## src/rtl/qed_dup_scheduler_if.sv

```systemverilog
// Handshake/status bundle between fetch, pipeline status, the QED block and the scheduler.
// The scheduler connects through the slave modport; the driving environment uses master.
interface qed_dup_scheduler_if #(
  parameter int CNT_W = 5
);
  logic             qed_enable;
  logic             dup_req;
  logic             inst_fetched;
  logic             dup_vld;
  logic             stall_IF;
  logic             pipeline_empty;
  logic             ena;
  logic             exec_dup;
  logic             fetch_hold;
  logic             qed_check;
  logic             qed_timeout;
  logic [CNT_W-1:0] orig_cnt;

  modport slave (
    input  qed_enable, dup_req, inst_fetched, dup_vld, stall_IF, pipeline_empty,
    output ena, exec_dup, fetch_hold, qed_check, qed_timeout, orig_cnt
  );

  modport master (
    output qed_enable, dup_req, inst_fetched, dup_vld, stall_IF, pipeline_empty,
    input  ena, exec_dup, fetch_hold, qed_check, qed_timeout, orig_cnt
  );
endinterface

```

## src/rtl/qed_dup_scheduler.sv

```systemverilog
// QED front-end sequencer: collects a batch of originals, replays the same number of
// duplicates, drains the pipeline and strobes a consistency check.
module qed_dup_scheduler #(
  parameter int MAX_ORIG  = 16,
  parameter int CNT_W     = 5,
  parameter int DRAIN_MAX = 64
) (
  input logic             clk,
  input logic             rst,
  qed_dup_scheduler_if.slave bus
);
  localparam int TMR_W = (DRAIN_MAX > 2) ? $clog2(DRAIN_MAX) : 1;
  localparam logic [CNT_W-1:0] MAX_C    = CNT_W'(MAX_ORIG);
  localparam logic [TMR_W-1:0] TMR_LAST = TMR_W'(DRAIN_MAX - 1);

  typedef enum logic [2:0] {IDLE, ORIG, DUP, DRAIN, CHECK} state_t;

  state_t           state, state_nxt;
  logic [CNT_W-1:0] orig_cnt, dup_cnt, orig_nxt, dup_nxt, n_o, n_d;
  logic [TMR_W-1:0] drain_tmr, tmr_nxt;
  logic             acc_o, acc_d, timeout_nxt;
  logic             ena, exec_dup, fetch_hold, qed_check, qed_timeout;

  always_comb begin
    acc_o       = bus.inst_fetched & ~bus.stall_IF;
    acc_d       = bus.dup_vld & ~bus.stall_IF;
    n_o         = orig_cnt + CNT_W'(acc_o);
    n_d         = dup_cnt + CNT_W'(acc_d);
    state_nxt   = state;
    orig_nxt    = orig_cnt;
    dup_nxt     = dup_cnt;
    tmr_nxt     = drain_tmr;
    timeout_nxt = qed_timeout;
    case (state)
      IDLE: if (bus.qed_enable) state_nxt = ORIG;
      ORIG: begin
        orig_nxt = (n_o > MAX_C) ? MAX_C : n_o;
        // Losing enable mid-batch finishes the batch rather than dropping it.
        if (orig_nxt == MAX_C)
          state_nxt = DUP;
        else if ((bus.dup_req || !bus.qed_enable) && orig_nxt != '0)
          state_nxt = DUP;
        else if (!bus.qed_enable)
          state_nxt = IDLE;
      end
      DUP: begin
        dup_nxt = n_d;
        if (n_d == orig_cnt) state_nxt = DRAIN;
      end
      DRAIN: begin
        if (bus.pipeline_empty) begin
          state_nxt = CHECK;
        end else if (drain_tmr == TMR_LAST) begin
          timeout_nxt = 1'b1;
          state_nxt   = IDLE;
          orig_nxt    = '0;
          dup_nxt     = '0;
          tmr_nxt     = '0;
        end else begin
          tmr_nxt = drain_tmr + 1'b1;
        end
      end
      CHECK: begin
        orig_nxt  = '0;
        dup_nxt   = '0;
        tmr_nxt   = '0;
        state_nxt = bus.qed_enable ? ORIG : IDLE;
      end
      default: state_nxt = IDLE;
    endcase
  end

  // Outputs are decoded from the next state so they line up with the registered state.
  always_ff @(posedge clk) begin
    if (!rst) begin
      state       <= IDLE;
      orig_cnt    <= '0;
      dup_cnt     <= '0;
      drain_tmr   <= '0;
      qed_timeout <= 1'b0;
      ena         <= 1'b0;
      exec_dup    <= 1'b0;
      fetch_hold  <= 1'b0;
      qed_check   <= 1'b0;
    end else begin
      state       <= state_nxt;
      orig_cnt    <= orig_nxt;
      dup_cnt     <= dup_nxt;
      drain_tmr   <= tmr_nxt;
      qed_timeout <= timeout_nxt;
      ena         <= (state_nxt == ORIG) || (state_nxt == DUP);
      exec_dup    <= (state_nxt == DUP);
      fetch_hold  <= (state_nxt == DRAIN) || (state_nxt == CHECK);
      qed_check   <= (state_nxt == CHECK);
    end
  end

  assign bus.ena         = ena;
  assign bus.exec_dup    = exec_dup;
  assign bus.fetch_hold  = fetch_hold;
  assign bus.qed_check   = qed_check;
  assign bus.qed_timeout = qed_timeout;
  assign bus.orig_cnt    = orig_cnt;
endmodule
```

## src/flat_wrapper.sv

```systemverilog
// flat-port wrapper written by rule: the top's interface ports become plain ports
module qed_dup_scheduler_flat 
#(
  parameter int MAX_ORIG  = 16,
  parameter int CNT_W     = 5,
  parameter int DRAIN_MAX = 64
)
  (clk, rst, bus_qed_enable, bus_dup_req, bus_inst_fetched, bus_dup_vld, bus_stall_IF, bus_pipeline_empty, bus_ena, bus_exec_dup, bus_fetch_hold, bus_qed_check, bus_qed_timeout, bus_orig_cnt);
  qed_dup_scheduler_if #(.CNT_W(CNT_W)) bus_i ();
  input logic clk;
  input logic rst;
  input wire logic [$bits(bus_i.qed_enable)-1:0] bus_qed_enable;
  input wire logic [$bits(bus_i.dup_req)-1:0] bus_dup_req;
  input wire logic [$bits(bus_i.inst_fetched)-1:0] bus_inst_fetched;
  input wire logic [$bits(bus_i.dup_vld)-1:0] bus_dup_vld;
  input wire logic [$bits(bus_i.stall_IF)-1:0] bus_stall_IF;
  input wire logic [$bits(bus_i.pipeline_empty)-1:0] bus_pipeline_empty;
  output wire logic [$bits(bus_i.ena)-1:0] bus_ena;
  output wire logic [$bits(bus_i.exec_dup)-1:0] bus_exec_dup;
  output wire logic [$bits(bus_i.fetch_hold)-1:0] bus_fetch_hold;
  output wire logic [$bits(bus_i.qed_check)-1:0] bus_qed_check;
  output wire logic [$bits(bus_i.qed_timeout)-1:0] bus_qed_timeout;
  output wire logic [$bits(bus_i.orig_cnt)-1:0] bus_orig_cnt;
  assign bus_i.qed_enable = bus_qed_enable;
  assign bus_i.dup_req = bus_dup_req;
  assign bus_i.inst_fetched = bus_inst_fetched;
  assign bus_i.dup_vld = bus_dup_vld;
  assign bus_i.stall_IF = bus_stall_IF;
  assign bus_i.pipeline_empty = bus_pipeline_empty;
  assign bus_ena = bus_i.ena;
  assign bus_exec_dup = bus_i.exec_dup;
  assign bus_fetch_hold = bus_i.fetch_hold;
  assign bus_qed_check = bus_i.qed_check;
  assign bus_qed_timeout = bus_i.qed_timeout;
  assign bus_orig_cnt = bus_i.orig_cnt;
  qed_dup_scheduler #(.MAX_ORIG(MAX_ORIG), .CNT_W(CNT_W), .DRAIN_MAX(DRAIN_MAX)) u_core (.clk(clk), .rst(rst), .bus(bus_i));
endmodule
```

## config.mk

```make
export PLATFORM = sky130hd
export DESIGN_NAME = qed_dup_scheduler_flat
export DESIGN_NICKNAME = d
export VERILOG_FILES = /design/src/rtl/qed_dup_scheduler_if.sv /design/src/rtl/qed_dup_scheduler.sv /design/src/flat_wrapper.sv
export SDC_FILE = /design/constraint.sdc
export NUM_CORES = 1
export LEC_CHECK = 0
export CORE_AREA = 2 2 58 60
export DETAILED_ROUTE_END_ITERATION = 10
export DIE_AREA = 0 0 60 62
export GPL_TIMING_DRIVEN = 0
export PLACE_DENSITY_LB_ADDON = 0.3
export SKIP_LAST_GASP = 1
export SYNTH_ARGS = -nofsm -noshare
export SYNTH_HDL_FRONTEND = slang
export SYNTH_SLANG_ARGS = --single-unit
```

## constraint.sdc

```tcl
create_clock -name clk -period 2.4 [get_ports clk]
set_clock_uncertainty 0.15 [all_clocks]
set_input_delay 0.48 -clock clk [delete_from_list [all_inputs] [get_ports clk]]
set_output_delay 0.48 -clock clk [all_outputs]
set_load 0.01 [all_outputs]
```

# Yosys cells after proc, flatten, opt, wreduce, memory -nomap -nowiden
# Cells that the tools add are included.
# totals
regBits	24
wordCells	61
out_inout_bits	10
inputBits	8
# classes
add_sub_neg	3
eq_ne	13
bitwise_logic	4
magnitude_cmp	1
reduce_logical	14
muxes	17
# ops
operator	n
5-bit case mux with 3 select lines	2
3-bit 2-to-1 mux	7
5-bit 2-to-1 mux	3
3-bit case mux with 5 select lines	1
3-bit by 2-bit == test with 1-bit output, second input constant	4
6-bit 2-to-1 mux	2
6-bit case mux with 2 select lines	1
5-bit by 1-bit adder with 5-bit output	2
3-bit AND reduction	3
6-bit by 1-bit adder with 6-bit output, second input constant	1
3-bit by 1-bit == test with 1-bit output, second input constant	2
3-bit == test, second input constant	2
6-bit == test, second input constant	1
3-bit nonzero test	2
5-bit == test	1
5-bit == test, second input constant	1
5-bit greater-than comparator, second input constant	1
5-bit nonzero test	1
3-bit logical NOT	1
1-bit logical OR	3
1-bit AND	2
2-bit by 1-bit inequality test with 1-bit output, second input constant	1
2-bit inequality test, second input constant	1
1-bit inverter	2
other kinds (5)	5

# Logic depth before layout (Yosys ltp)
# Gate-level depths: netlist of run 1.
# depth
depth_word	12
mapped_depth	9
mapped_depth_nobuf	9

# Worst setup path before layout of run 1
# No wires, ideal clock.
# synth_timing
path_type	input -> register
from	input port bus_inst_fetched
to	register u_core.ena, in the netlist u_core.bus.ena
t_required_ps	2134
stages	9
setup_time_ps	116
t_arrival_ps	2223
setup_slack_ps	-88
n_path_buf	0
path_cell_list	nor2b_1 > ha_1 > ha_1 > or4_4 > o22ai_2 > a41o_2 > o2111a_2 > o21ai_1 > and3_1
# synth_via
elab_chain_len	11
word_cells_on_any_way	13
cone_classes	add/sub (1); order compare (1); eq/ne (3); mux (4); bitwise (1); reduce/logical (3)
# synth_rtl
element	line	text
start: declaration	flat_wrapper.sv:14	input wire logic [$bits(bus_i.inst_fetched)-1:0] bus_inst_fetched;
1-bit AND (*)	qed_dup_scheduler.sv:25	acc_o = bus.inst_fetched & ~bus.stall_IF;
5-bit by 1-bit adder with 5-bit output (*)	qed_dup_scheduler.sv:27	n_o = orig_cnt + CNT_W'(acc_o);
5-bit greater-than comparator	qed_dup_scheduler.sv:37	orig_nxt = (n_o > MAX_C) ? MAX_C : n_o;
5-bit 2-to-1 mux (*)	qed_dup_scheduler.sv:37	
5-bit nonzero test	qed_dup_scheduler.sv:41	else if ((bus.dup_req || !bus.qed_enable) && orig_nxt != '0)
1-bit logical AND	qed_dup_scheduler.sv:41	
3-bit 2-to-1 mux	qed_dup_scheduler.sv:41	
3-bit 2-to-1 mux (*)	qed_dup_scheduler.sv:39	if (orig_nxt == MAX_C)
3-bit case mux with 5 select lines (*)	qed_dup_scheduler.sv:34	case (state)
3-bit by 1-bit == test with 1-bit output / 3-bit by 2-bit == test with 1-bit output (equally long branches)	qed_dup_scheduler.sv:91	ena <= (state_nxt == ORIG) || (state_nxt == DUP);
1-bit logical OR (*)	qed_dup_scheduler.sv:91	
end signal: assignment	qed_dup_scheduler.sv:91	
end: declaration	qed_dup_scheduler.sv:22	logic ena, exec_dup, fetch_hold, qed_check, qed_timeout;
# Every way passes the cells marked *; elsewhere a longest branch is shown, timed or not.
# A chain may end at the register's enable or synchronous reset.

# Worst setup path in the final report of run 1
# layout_timing
from	input port bus_stall_IF
to	register u_core.ena, in the netlist u_core.bus.ena
# layout_via
elab_chain_len	12
word_cells_on_any_way	18
cone_classes	add/sub (2); order compare (1); eq/ne (4); mux (5); bitwise (3); reduce/logical (3)
# layout_rtl
element	line	text
start: declaration	flat_wrapper.sv:16	input wire logic [$bits(bus_i.stall_IF)-1:0] bus_stall_IF;
1-bit inverter (*)	qed_dup_scheduler.sv:25, qed_dup_scheduler.sv:26	
1-bit AND	qed_dup_scheduler.sv:25	
5-bit by 1-bit adder with 5-bit output	qed_dup_scheduler.sv:27	
5-bit greater-than comparator	qed_dup_scheduler.sv:37	
5-bit 2-to-1 mux	qed_dup_scheduler.sv:37	
5-bit nonzero test	qed_dup_scheduler.sv:41	
1-bit logical AND	qed_dup_scheduler.sv:41	
3-bit 2-to-1 mux	qed_dup_scheduler.sv:41	
3-bit 2-to-1 mux	qed_dup_scheduler.sv:39	
3-bit case mux with 5 select lines (*)	qed_dup_scheduler.sv:34	
3-bit by 1-bit == test with 1-bit output / 3-bit by 2-bit == test with 1-bit output (equally long branches)	qed_dup_scheduler.sv:91	
1-bit logical OR (*)	qed_dup_scheduler.sv:91	
# Marked as above.

==> impl_metrics.json, run 1 <==
{
  "path_buf_inv": 1,
  "fillers": 317,
  "ir_drop_mv": 0.198,
  "rsz0062_at_grt": "no",
  "postCtsHoldBufs": 0,
  "synthTopCellsByCount": "25 x nor2_1, 24 x dfxtp_1, 12 x nand2_1",
  "n_antenna_cell": 0,
  "crit_path_max_fanout": 3,
  "clkSinkCount": 24,
  "worst_pin_slew_ns": 0.876,
  "worstSetupPathType": "input pin to flip-flop",
  "r2r-start": "u_core.bus.orig_cnt[0]",
  "nNetsFinal": 196,
  "hold_end": "u_core.state[0]",
  "placed_cells": 220,
  "cts_buffer_depth": 2,
  "cts_root_buffer": "clkbuf_4",
  "synth.most_common_cell": "nor2_1",
  "path_clk_slew_ns": 0.13,
  "coreArea_mm2": 0.00318,
  "cp_common_cell": "ha_4",
  "slowest_delay_ns": 0.49,
  "final-hold-violation-count": 0,
  "gp_congestion": 0.829,
  "wl_per_cell_um": 12.7,
  "portBuffers": 16,
  "ys_seq_area_frac": 0.359,
  "cap_viol_max_count": 0,
  "drive_above_1_share": 0.138,
  "die_h_um": 62,
  "route.vias.total": 1187,
  "setup_viol": 0,
  "worstSetupEndpointType": "flip-flop",
  "start_util": 0.421,
  "gr-usage-met1": 0.216,
  "synth_area_per_cell_um2": 8.47,
  "max_slew_margin": 0.415,
  "holdPathStages": 2,
  "ctsHtreeMaxLevel": 1,
  "totalWireLength_um": 2890,
  "drc_errors": 0,
  "setup_tns_ns": 0,
  "antenna_left": 0,
  "grt_pass1_wl_um": 4790,
  "die_area_mm2": 0.00372,
  "fin_crit_ns": 2.31,
  "antenna_found_initial": 0,
  "grt_pass1_vias": 1129,
  "num_rows": 21,
  "async_flop_share": 0,
  "cts_tree": "yes",
  "multi_input_area_um2": 833,
  "insertion_delay_ns": 0.32,
  "path_delay_family": "simple AND/OR/NAND/NOR gates",
  "cp_slowest_cell": "or4_4",
  "busiest_layer": "met2",
  "track_usage": 0.169,
  "drt-initial-drc-count": 98,
  "synthTopCellsByArea": "dfxtp_1 36%, nor2_1 7.0%, ha_1 4.7%",
  "path_cells": "dlygate4sd2_1 > nor2b_4 > ha_4 > ha_4 > or4_4 > o22ai_2 > a41o_2 > o2111a_2 > o21ai_1 > and3_1",
  "final_max_slew_viol_count": 0,
  "start_kind": "input pin",
  "die_w_um": 60,
  "reg2reg_slack_ns": 0.15,
  "reg2reg_depth": 8,
  "status": "completed",
  "syn_nets": 171,
  "grt_use_met2": 0.297,
  "cts_buffers": 3,
  "worstPathRequired_ns": 2.48,
  "grt_overflow_total": 0,
  "synth_top_area_frac": 0.359,
  "first_pass_iters": 4,
  "arrival_ns": 2.39,
  "synth-edff-count": 0,
  "ys_ff_latch": 24,
  "syn-instance-count": 158,
  "leakagePower_nw": 0.632,
  "holdCritPathClass": "input pin to flip-flop",
  "ys.flop_type": "dfxtp_1",
  "hold_start": "rst",
  "synth_top_area_cell": "dfxtp_1",
  "fmax_mhz": 433,
  "rr_endpoint": "u_core.bus.ena",
  "grtUsageMet3": 0.0248,
  "viasPerCell": 5.23,
  "seq_area_um2": 480,
  "yosysUniqueCellTypes": 40,
  "layoutNonFillerInstCount": 227,
  "dp_hpwl_um": 2140,
  "grt_start_max_net_pins": 13,
  "power_density_mw_per_mm2": 431,
  "pin_count": 18,
  "ys_warn_count": 0,
  "syn_to_final_growth_pct": 22.6,
  "finalCritPeriodShare": 0.963,
  "netlist_area_mm2": 0.00134
}
cell type report:
cell class                 instances  area share
clock buffer                       3      0.0137
sequential                        24       0.293
tap                               46      0.0351
timing repair buffer              20       0.114
buffer                             5      0.0313
multi-input combinational        127       0.508
inverter                           2     0.00458
how the worst max path moves through the flow:
stage	end	start	depth (start not counted)	slack (ns)
after floorplan	u_core.bus.ena	bus_inst_fetched	9	0.04
after global placement	u_core.bus.ena	bus_inst_fetched	10	-0.52
after detailed placement	u_core.bus.ena	bus_inst_fetched	10	-0.52
after CTS	u_core.bus.ena	bus_stall_IF	10	0.1
after global routing	u_core.state[0]	bus_stall_IF	11	0.06
final	u_core.bus.ena	bus_stall_IF	10	0.09
layer usage:
metal / share of wire / wire length, um
met3: 0.031 / 89
met4: 0.013 / 38
met5: 0 / 0
met1: 0.49 / 1400
met2: 0.47 / 1360
logic make-up after synthesis:
kind of cell               after synthesis  synth area share
xor gates and xnor gates                 9            0.0589
and+or+nand+nor                         77             0.317
AOI/OAI and AO/OA                       36             0.174
adders and majority gates                5            0.0468
buffers and inverters                    7            0.0440
DFF                                     24             0.359
flip-flops by register name, summed over array words and instances, names as in the netlist:
name and count:
u_core.bus.exec_dup 1, u_core.state 3, u_core.bus.ena 1, u_core.dup_cnt 5
u_core.bus.fetch_hold 1, u_core.bus.qed_check 1, u_core.drain_tmr 6, u_core.bus.orig_cnt 5
u_core.bus.qed_timeout 1
placed cells by master, fill, tap and decap left out, drive strengths merged, types with 2 or more instances in the layout:
cell and count:
nand4b 2, and2 3, nor3 5, dlygate4sd2 2, inv 2, nand2 13, nand2b 5, nor2b 4
a31oi 6, a22oi 2, o21ai 9, dfxtp 24, nand3 8, xor2 3, clkdlybuf4s50 14, a21oi 10
buf 7, clkbuf 5, and3 3, xnor2 6, nor2 25, a21o 3, ha 5, nor4bb 2
metrics by stage:
stage               area [um2]  setup WS, ns   util  hold WS [ns]  total power [W]
finish                    1640        0.0890  0.516         0.255         0.000707
global route              1640        0.0565  0.516         0.249         0.000750
CTS                       1640        0.0975  0.516         0.259         0.000708
detailed placement        1570        -0.521  0.494         0.315         0.000523
global placement          1570        -0.515  0.494         0.303         0.000522
floorplan                 1350        0.0443      -         0.298         0.000488
report_power, final:
group / switching [W] / leakage [nW] / internal (W)
clock: 0.000124 / 0.0138 / 0.0000589
combinational: 0.0000564 / 0.424 / 0.0000567
sequential: 0.00000536 / 0.194 / 0.000406
timing repair:
item	4_1_cts	5_1_grt
setup endpoints to repair	4	0
gates resized for setup	6	0
setup buffers	4	0
Power figures use the tool's default switching activity.
==> run 2, diff against run 1 <==
Settings changed: RECOVER_POWER set to 50.
==> impl_metrics.json, run 2 (synthesis gave the netlist of run 1 again) <==
{
  "status": "completed",
  "die_h_um": 62,
  "final_cell_mix": "24 x nor2_1, 24 x dfxtp_1, 12 x nand2_1",
  "antenna_left": 0,
  "drc_errors": 0,
  "switchingPower_w": 0.000186,
  "placed_cell_area_mm2": 0.00157,
  "rsz0062_at_grt": "no",
  "reg.largest.list": "u_core.drain_tmr: 6 flops, u_core.bus.orig_cnt: 5 flops, u_core.dup_cnt: 5 flops",
  "start_util": 0.421,
  "postLayoutCellArea_mm2": 0.00163,
  "antenna_found_initial": 0,
  "grt_pass1_wl_um": 4790,
  "ctsHtreeMaxLevel": 1,
  "path_clk_slew_ns": 0.13,
  "syn_to_final_growth_pct": 22.1,
  "wl_per_cell_um": 12.7,
  "grt_overflow_total": 0,
  "crit_cells": 10,
  "ir_drop_mv": 0.198,
  "fillers": 317,
  "multi_input_area_um2": 833,
  "cp_common_cell": "ha_4",
  "num_rows": 21,
  "grt_pass1_vias": 1129,
  "route.vias.total": 1190,
  "cts_buffers": 3,
  "fin_crit_ns": 2.31,
  "start_kind": "input pin",
  "fin_util": 0.514,
  "dp_hpwl_um": 2140,
  "setup_tns_ns": 0,
  "postCtsHoldBufs": 0,
  "largest_reg_flops": 6,
  "setup_viol": 0,
  "nNetsFinal": 196,
  "die_w_um": 60,
  "track_usage": 0.169,
  "pwr-share-comb": 0.157,
  "drt-initial-drc-count": 98,
  "power_density_mw_per_mm2": 431,
  "final-hold-violation-count": 0,
  "totalWireLength_um": 2890,
  "gp_congestion": 0.829,
  "pin_count": 18,
  "cts_tree": "yes",
  "path_buf_inv": 1,
  "worstSetupPathType": "input pin to flip-flop",
  "holdCritPathClass": "flip-flop to flip-flop",
  "first_pass_iters": 4,
  "max_slew_margin": 0.415,
  "timing.hold.ws_ns": 0.333,
  "insertion_delay_ns": 0.32,
  "worstSetupEndpointType": "flip-flop",
  "seq_area_um2": 480,
  "crit_path_max_fanout": 3,
  "finalCritPeriodShare": 0.963,
  "holdPathStages": 2,
  "p_clk_frac": 0.259,
  "coreArea_mm2": 0.00318,
  "grt_start_max_net_pins": 13,
  "fin_ws_ns": 0.0888,
  "worst_pin_slew_ns": 0.876,
  "swShare": 0.263,
  "final_max_slew_viol_count": 0,
  "drive_above_1_share": 0.133,
  "leakagePower_nw": 0.650,
  "n_antenna_cell": 0,
  "slowest_delay_ns": 0.49,
  "arrival_ns": 2.39,
  "cts_buffer_depth": 2,
  "preCtsSetupSlack_ns": -0.521,
  "cp_slowest_cell": "or4_4",
  "portBuffers": 16,
  "reg2reg_depth": 8,
  "path_delay_family": "simple AND/OR/NAND/NOR gates",
  "path_cells": "dlygate4sd2_1 > nor2b_4 > ha_4 > ha_4 > or4_4 > o22ai_2 > a41o_2 > o2111a_2 > o21ai_1 > and3_1",
  "p_int_w": 0.000519,
  "cts_root_buffer": "clkbuf_4",
  "cap_viol_max_count": 0,
  "clkSinkCount": 24,
  "worstPathRequired_ns": 2.48,
  "seq_power_share": 0.584,
  "fmax_mhz": 433,
  "viasPerCell": 5.24,
  "die_area_mm2": 0.00372,
  "regMostFlops": "u_core.drain_tmr"
}
-- run 2: power by group through the flow --
stage          combinational, W  clock [W]  sequential (W)
3_5_place_dp           0.000103          0        0.000420
2_1_floorplan         0.0000666          0        0.000421
3_3_place_gp           0.000102          0        0.000420
4_1_cts                0.000112   0.000185        0.000411
5_1_grt                0.000122   0.000212        0.000413
6_report               0.000111   0.000183        0.000411
-- run 2: per-stage QoR --
stage	std cells	power [W]
after detailed placement	220	0.000523
after global routing	227	0.000747
after global placement	220	0.000522
after CTS	227	0.000708
final	227	0.000704
after floorplan	158	0.000488
-- run 2: metal layers --
layer | vias up | global-route usage | part of all wire
met5 | - | 0 | 0
met1 | 556 | 0.216 | 0.48
met4 | 0 | 0.0476 | 0.013
met2 | 21 | 0.297 | 0.47
met3 | 4 | 0.0248 | 0.033
li1 | 609 | - | -
-- run 2: worst paths after layout --
path | startpoint | to | slack (ns)
max | bus_stall_IF | u_core.bus.ena | 0.09
min | u_core.bus.qed_timeout | u_core.bus.qed_timeout | 0.33
max reg2reg | u_core.bus.orig_cnt[0] | u_core.bus.ena | 0.15
min reg2reg | u_core.bus.qed_timeout | u_core.bus.qed_timeout | 0.33
-- run 2: timing repair --
action                     in CTS  in global routing
gates resized for setup         6                  0
setup endpoints to repair       4                  0
setup buffers                   4                  0
-- run 2: worst reg2reg max path: cells and delay by family, from the launching register on --
kind / cells / cell delay [ns]
simple gates: 2 / 0.63
compound gates: 4 / 0.56
flops: 1 / 0.46
fa+ha+maj: 2 / 0.37
-- run 2: area by class of cell --
| cell class | count | area share |
|---|---|---|
| buffer | 5 | 0.0268 |
| clock buffer | 3 | 0.0138 |
| inverter | 2 | 0.00460 |
| multi-input combinational | 127 | 0.510 |
| sequential | 24 | 0.294 |
| tap | 46 | 0.0352 |
| timing repair buffer | 20 | 0.115 |
==> run 3, diff against run 2 <==
Settings changed: CTS_CLUSTER_SIZE set to 30.
==> results of run 3 <==
Final layout, timing and power as in run 2 (identical DEF).
